<file path="config.mk">
export PLATFORM = sky130hd
export DESIGN_NAME = fetch_unit
export DESIGN_NICKNAME = d
export VERILOG_FILES = /design/src/rtl/fetch_unit.sv
export SDC_FILE = /design/constraint.sdc
export NUM_CORES = 1
export LEC_CHECK = 0
export CORE_MARGIN = 10
export CORE_UTILIZATION = 24
export CTS_CLUSTER_DIAMETER = 60
export DETAILED_ROUTE_END_ITERATION = 7
export PLACE_DENSITY = 0.57
export REMOVE_ABC_BUFFERS = 1
export SLEW_MARGIN = 20
export SYNTH_ARGS = -nofsm -noshare
export SYNTH_HDL_FRONTEND = slang
export SYNTH_SLANG_ARGS = --single-unit
export TNS_END_PERCENT = 20
</file>
<file path="constraint.sdc">
create_clock -name clk -period 6.26 [get_ports clk]
set_input_delay 0.626 -clock clk [delete_from_list [all_inputs] [get_ports clk]]
set_output_delay 0.626 -clock clk [all_outputs]
set_load 0.03 [all_outputs]
</file>
<file path="src/rtl/fetch_unit.sv">
// Instruction fetch stage: one outstanding imem request at a time, holds the fetched
// word for the decoder until it is consumed, and follows redirects from branch logic.
module fetch_unit #(
    parameter logic [31:0] RESET_PC = 32'h0000_0000
) (
    input  logic        clk,
    input  logic        reset,
    output logic [31:0] iaddr,
    output logic        ireq,
    input  logic [31:0] irdata,
    input  logic        ivalid,
    output logic [31:0] idata,
    output logic [31:0] pc,
    output logic        instr_valid,
    input  logic        advance,
    input  logic        redirect,
    input  logic [31:0] redirect_pc,
    output logic        misaligned
);

    localparam logic [1:0] S_IDLE  = 2'd0;
    localparam logic [1:0] S_REQ   = 2'd1;
    localparam logic [1:0] S_WAIT  = 2'd2;
    localparam logic [1:0] S_ISSUE = 2'd3;

    logic [1:0]  state;
    logic [1:0]  state_next;
    logic [31:0] fetch_pc;
    logic [31:0] fetch_pc_next;
    logic [31:0] idata_q;
    logic        squash;
    logic        squash_next;
    logic        capture;
    logic [31:0] target;

    assign target = {redirect_pc[31:2], 2'b00};

    always_comb begin
        state_next    = state;
        fetch_pc_next = fetch_pc;
        squash_next   = squash;
        capture       = 1'b0;
        case (state)
            S_IDLE: begin
                state_next = S_REQ;
                if (redirect) fetch_pc_next = target;
            end
            S_REQ: begin
                state_next = S_WAIT;
                if (redirect) begin
                    fetch_pc_next = target;
                    squash_next   = 1'b1;
                end
            end
            S_WAIT: begin
                if (redirect) begin
                    fetch_pc_next = target;
                    squash_next   = 1'b1;
                end
                // A response racing a redirect is stale even if squash was not yet set.
                if (ivalid) begin
                    if (squash || redirect) begin
                        squash_next = 1'b0;
                        state_next  = S_REQ;
                    end else begin
                        capture    = 1'b1;
                        state_next = S_ISSUE;
                    end
                end
            end
            S_ISSUE: begin
                if (redirect) begin
                    fetch_pc_next = target;
                    state_next    = S_REQ;
                end else if (advance) begin
                    fetch_pc_next = pc + 32'd4;
                    state_next    = S_REQ;
                end
            end
            default: state_next = S_IDLE;
        endcase
    end

    always_ff @(posedge clk or posedge reset) begin
        if (reset) begin
            state      <= S_IDLE;
            fetch_pc   <= RESET_PC;
            pc         <= RESET_PC;
            idata_q    <= 32'h0;
            squash     <= 1'b0;
            misaligned <= 1'b0;
        end else begin
            state    <= state_next;
            fetch_pc <= fetch_pc_next;
            squash   <= squash_next;
            if (capture) begin
                idata_q <= irdata;
                pc      <= fetch_pc;
            end
            if (redirect && (redirect_pc[1:0] != 2'b00)) misaligned <= 1'b1;
        end
    end

    assign ireq        = (state == S_REQ);
    assign iaddr       = fetch_pc;
    assign instr_valid = (state == S_ISSUE);
    assign idata       = instr_valid ? idata_q : 32'h0;

endmodule
</file>
* After elaboration in Yosys (flattened, before gate mapping)
Index checks and enable logic that the tools add are counted.
** Operators by class
- Add/subtract/negate cells :: 1
- Eq/ne operators :: 6
- Muxes and demuxes :: 17
- Reductions and logical operators :: 8
** Operators with widths (count)
- 32-bit two-way mux :: 4
- 32-bit one-hot mux with 2 select lines :: 1
- 32-bit by 3-bit adder with 32-bit output, second input constant :: 1
- 2-bit two-way mux :: 4
- 2-bit one-hot mux with 4 select lines :: 1
- 1-bit two-way mux :: 6
- 2-bit == test, second input constant :: 2
- 2-bit AND reduction :: 2
- 2-bit nonzero test :: 2
- 3-bit by 1-bit != test with 1-bit output, second input constant :: 1
- 3-bit OR reduction :: 1
- 2-bit by 1-bit == test with 1-bit output, second input constant :: 1
- 2-bit logical NOT :: 1
- 2-bit by 1-bit != test with 1-bit output, second input constant :: 1
- 2-bit != test, second input constant :: 1
- 1-bit one-hot mux with 2 select lines :: 1
- 1-bit logical AND :: 1
- 1-bit logical OR :: 1
** Word-level totals
- Register bits after elaboration :: 100
- Bits of input ports :: 69
- Output and inout bits :: 99
- Logic and storage cells :: 38

* Longest topological paths before layout
- Word-level depth :: 4
- Gate-level depth with buffers :: 8
- Mapped depth without buffers :: 6

* Worst setup path before layout
OpenSTA, ideal clock, no wires.
- Path type :: reg2out
- Start :: register state[0]
- End :: output idata[13]
- Arrival :: 1.441 ns
- Data required time :: 5.634 ns
- Setup slack :: 4.193 ns
- Stages on the path, launching flop included :: 4
- Buffers on the path :: 1
- Cell sequence :: dfrtp_1 > ha_1 > clkbuf_1 > and2_1
** Between the ends
- Longest elaborated chain between the ends :: 2
** Ends and longest elaborated chain
- start, declared :: line 26 : logic [1:0] state;
- start signal, assigned :: line 93 : state <= state_next;
- 2-bit == test :: line 106 : assign instr_valid = (state == S_ISSUE);
- net instr_valid :: line 14 : output logic instr_valid,
- 32-bit two-way mux :: line 107 : assign idata = instr_valid ? idata_q : 32'h0;
- end, declared :: line 12 : output logic [31:0] idata,
The timed path passes the listed nets, and every way through them passes these cells.

* Final worst setup path
- Start :: register state[0]
- End :: output idata[2]
** Between the ends
- Longest elaborated chain between the ends :: 2
** Ends and longest elaborated chain (line)
- 2-bit == test :: 106
- 32-bit two-way mux :: 107
Every way passes these cells.

==> flow_summary.rst <==
.. list-table::
   :header-rows: 1

   * - Metric
     - Value
   * - Outcome
     - complete, no violations
   * - Headroom to the max-slew limit
     - 30.06%
   * - Required arrival time at the worst endpoint
     - between 5000 and 6000 ps
   * - Worst min-delay path class
     - flop to flop
   * - Number of buffers and inverters on the critical path
     - 1
   * - Number of hold-repair buffers added at the cts stage
     - 0
   * - Overall overflow remaining after global route
     - 0
   * - Max-slew violation count
     - 0
   * - Uppermost metal layer occupied by signal nets
     - met4
   * - Total number of vias
     - 3918
   * - Mean cell area of the mapped netlist
     - 10.94 um^2
   * - Tmin final
     - 2902 ps
   * - Initial detailed-routing violation count
     - 157
   * - Gate count after technology mapping
     - 440
   * - Layout overhead on the synthesized area
     - 47.82%
   * - Final setup viols
     - 0
   * - Via count of the first global-routing pass
     - 4268
   * - Highest achievable clock rate
     - 0.3446 GHz
   * - Area enclosed by the die boundary
     - around 26000 um^2
   * - Worst skew pair latency
     - 350 ps
   * - Clock Tree Root
     - sky130_fd_sc_hd__clkbuf_16
   * - Synth unique cells
     - 36
   * - Length of routed met3 wiring
     - between 1000 and 1500 um
   * - TritonCTS clock tree
     - done
   * - Sum of negative setup slack
     - 0 ps
   * - Post-synthesis sequential area ratio
     - 51.98%
   * - Total of buffers placed on input and output ports
     - 167
   * - Routed wire length per instance
     - 17.92 um
   * - Fin cells
     - 867
   * - Global placer's final weighted congestion
     - between 0.7 and 0.8
   * - Category of the worst setup path capture point
     - primary output
   * - Max-cap violations
     - 0
   * - Nets
     - 672
   * - CTS clock-pin slew for the worst setup and hold paths
     - approximately 70 ps
   * - Clock skew
     - between 10 and 15 ps
   * - Antenna-violating nets left
     - 0
   * - Count of cells resized by post-cts repair
     - 0
   * - Mapped Area
     - roughly 4800 um^2
   * - I/O pins
     - between 150 and 200
   * - Final Hold Fails
     - 0
   * - Power density over cell area
     - 424.9 nW/um^2
   * - Fraction of layout cells with a size suffix above 1
     - 15.14%
   * - Slowest stage cell on the critical path
     - sky130_fd_sc_hd__clkdlybuf4s50_1
   * - Total length of routed met2 wires
     - 7453 um
   * - Initial core utilization
     - between 20% and 30%
   * - CP Cell Sequence
     - ha_2 > and2_1 > clkdlybuf4s50_1
   * - Largest voltage drop on the vdd net
     - 206.8 uV
   * - Via density per instance
     - 4.519
   * - Register bit count reported by yosys
     - 100
   * - Height of the die
     - about 160 um
   * - Number of clock buffers inserted by TritonCTS
     - 9
   * - Setup repair after global routing missed its margin
     - false
   * - Aggregate global-route resource usage
     - 11.79%
   * - Global-route wire length before repair
     - around 25000 um
   * - Routed WL
     - 15540 um
   * - Arrival time of the worst setup path
     - 2280 ps
   * - Width of the die
     - between 150 and 200 um
   * - Sum of routed wire segments on met1
     - 6669 um
   * - Delay contributed by the slowest stage of the critical path
     - ~690 ps
   * - YS warnings
     - 0
   * - Startpoint Class
     - flop
   * - Maximum number of pins on one net before global-route repair
     - 68
   * - Placed wire-length estimate
     - 11290 um
   * - Core area
     - 19590 um^2
   * - Number of buffers inserted to repair setup after CTS
     - 0
   * - TritonCTS Sinks
     - 100
   * - Final period util
     - 46.35%
   * - Largest fanout of any net on the critical path
     - 37
   * - Initial antenna violation count
     - 1
   * - Max Buffers Root-to-Sink
     - 2
   * - Number of iterations in the first detailed-routing pass
     - 4
   * - Transition time at the pin with the least slew margin
     - 1047 ps
   * - Leakage Power
     - 3.009 nW
   * - CP top delay family
     - buffers and inverters
   * - Crit Path Category
     - flop to primary output
   * - Number of standard-cell rows in the floorplan
     - 51
   * - Number of cells after detailed placement
     - 851
   * - Number of remaining DRC errors
     - 0
   * - Total number of H-tree levels
     - 3
[stage by stage]
stage	worst slack [ps]	util, %	hold slack [ps]	total power [mW]	area, um^2
after floorplan	3015	-	472.3	1.809	4712
after global placement	3262	34.53	456.1	2.369	6764
after detailed placement	3237	34.53	452.3	2.398	6764
after CTS	2950	36.30	478.4	3.075	7112
after global routing	3177	36.32	488.0	3.205	7114
final	3358	36.33	469.1	3.024	7117
[where the power goes]
part | switching [mW] | internal [mW]
clock | 0.254 | 0.403
sequential | 0.248 | 0.889
combinational | 0.670 | 0.560
[worst paths after layout]
path,startpoint,endpoint,slack (ps),depth (start not counted)
setup / recovery,state[0]$_DFFE_PP0P_,idata[2],3360,3
hold / removal,misaligned$_DFFE_PP0P_,misaligned$_DFFE_PP0P_,470,1
setup reg to reg,state[0]$_DFFE_PP0P_,iaddr[22]$_DFFE_PP0P_,3650,6
hold reg to reg,misaligned$_DFFE_PP0P_,misaligned$_DFFE_PP0P_,470,1
max in group asynchronous,reset,idata_q[22]$_DFFE_PP0P_,4370,3
min in group asynchronous,reset,idata_q[5]$_DFFE_PP0P_,650,2
[worst register-to-register path, delay by kind of cell (launching register included)]
kind / cells / cell delay (ps)
AND/OR/NAND/NOR: 2 / 800
adder cells (fa/ha/maj): 1 / 570
flip-flops: 1 / 450
AO/OA/AOI/OAI: 2 / 420
buffers and inverters: 1 / 240
[kinds of logic (layout without fill, tap and decap cells)]
group	count (synthesis)	after routing	share of synthesized area, %
XOR/XNOR	27	27	4.912
multiplexers	61	61	14.27
buffers and inverters	33	194	2.755
AO/OA/AOI/OAI	72	72	8.576
AND/OR/NAND/NOR	141	141	15.96
adder cells (fa/ha/maj)	6	6	1.559
other	0	1	0
flip-flops	100	100	51.98
[sequential cells by signal, indices dropped and copies added (netlist names)]
signal,cells
squash,1
idata_q,32
misaligned,1
state,2
pc,32
iaddr,32
[cells in the final DEF, fill, tap and decap left out, drive strengths merged, types with 9 or more instances in the layout]
cell type / instances
clkbuf: 10
inv: 9
nand3: 13
xnor2: 10
xor2: 17
a21oi: 21
nand4: 14
and2: 33
mux2: 61
o21ai: 29
clkdlybuf4s50: 167
nor2: 28
nand2: 33
dfrtp: 100
o22ai: 11
[metal layers]
metal  vias to the layer above  track usage (%)
met2                       127            19.68
met1                      1932            14.14
met4                         0            3.184
met3                        11            4.042
li1                       1848                -
met5                         -                0
[synth_stat cells]
master                      count  share of area [%]
sky130_fd_sc_hd__buf_2          7               0.73
sky130_fd_sc_hd__dfrtp_1      100                 52
sky130_fd_sc_hd__nor3_1         1               0.10
sky130_fd_sc_hd__mux2_2        61                 14
sky130_fd_sc_hd__ha_1           6                1.6
sky130_fd_sc_hd__o31ai_1        1               0.16
sky130_fd_sc_hd__o211ai_2       1               0.26
sky130_fd_sc_hd__o21ai_1        3               0.31
sky130_fd_sc_hd__and2_1        33                4.3
sky130_fd_sc_hd__nor3_2         1               0.21
sky130_fd_sc_hd__o21ai_0       26                2.7
sky130_fd_sc_hd__a21o_1         3               0.47
sky130_fd_sc_hd__nor4_4         1               0.44
sky130_fd_sc_hd__xnor2_1       10                1.8
sky130_fd_sc_hd__a21oi_1       21                2.2
sky130_fd_sc_hd__a2bb2oi_1      2               0.36
sky130_fd_sc_hd__nand4_4        1               0.44
sky130_fd_sc_hd__nor2_1        28                2.2
sky130_fd_sc_hd__inv_1          8               0.62
sky130_fd_sc_hd__o22ai_1       10                1.3
sky130_fd_sc_hd__o211ai_1       2               0.31
sky130_fd_sc_hd__a31oi_1        2               0.26
sky130_fd_sc_hd__nor4b_1        1               0.18
sky130_fd_sc_hd__and4_1         3               0.55
sky130_fd_sc_hd__nor4_1         2               0.26
sky130_fd_sc_hd__nand2b_1       3               0.39
sky130_fd_sc_hd__nand2_1       33                2.6
sky130_fd_sc_hd__nand4_2        1               0.26
sky130_fd_sc_hd__nand4_1       12                1.6
sky130_fd_sc_hd__xor2_1        17                3.1
sky130_fd_sc_hd__nor4_2         1               0.26
sky130_fd_sc_hd__nor2b_1        2               0.26
sky130_fd_sc_hd__clkbuf_1      18                1.4
sky130_fd_sc_hd__nand3_1       13                1.4
sky130_fd_sc_hd__o22ai_2        1               0.26
sky130_fd_sc_hd__and3_1         5               0.65
[cell type report]
type / count / area, um^2
flip-flops and latches: 100 / 2502
diodes: 1 / 2.502
multi-input cells: 307 / 2198
well taps: 265 / 331.6
fillers: 1961 / 12470
clock buffers: 10 / 239.0
repair buffers: 171 / 1702
inverters: 8 / 32.53
clock inverters: 5 / 108.9
Power figures use the tool's default switching activity.
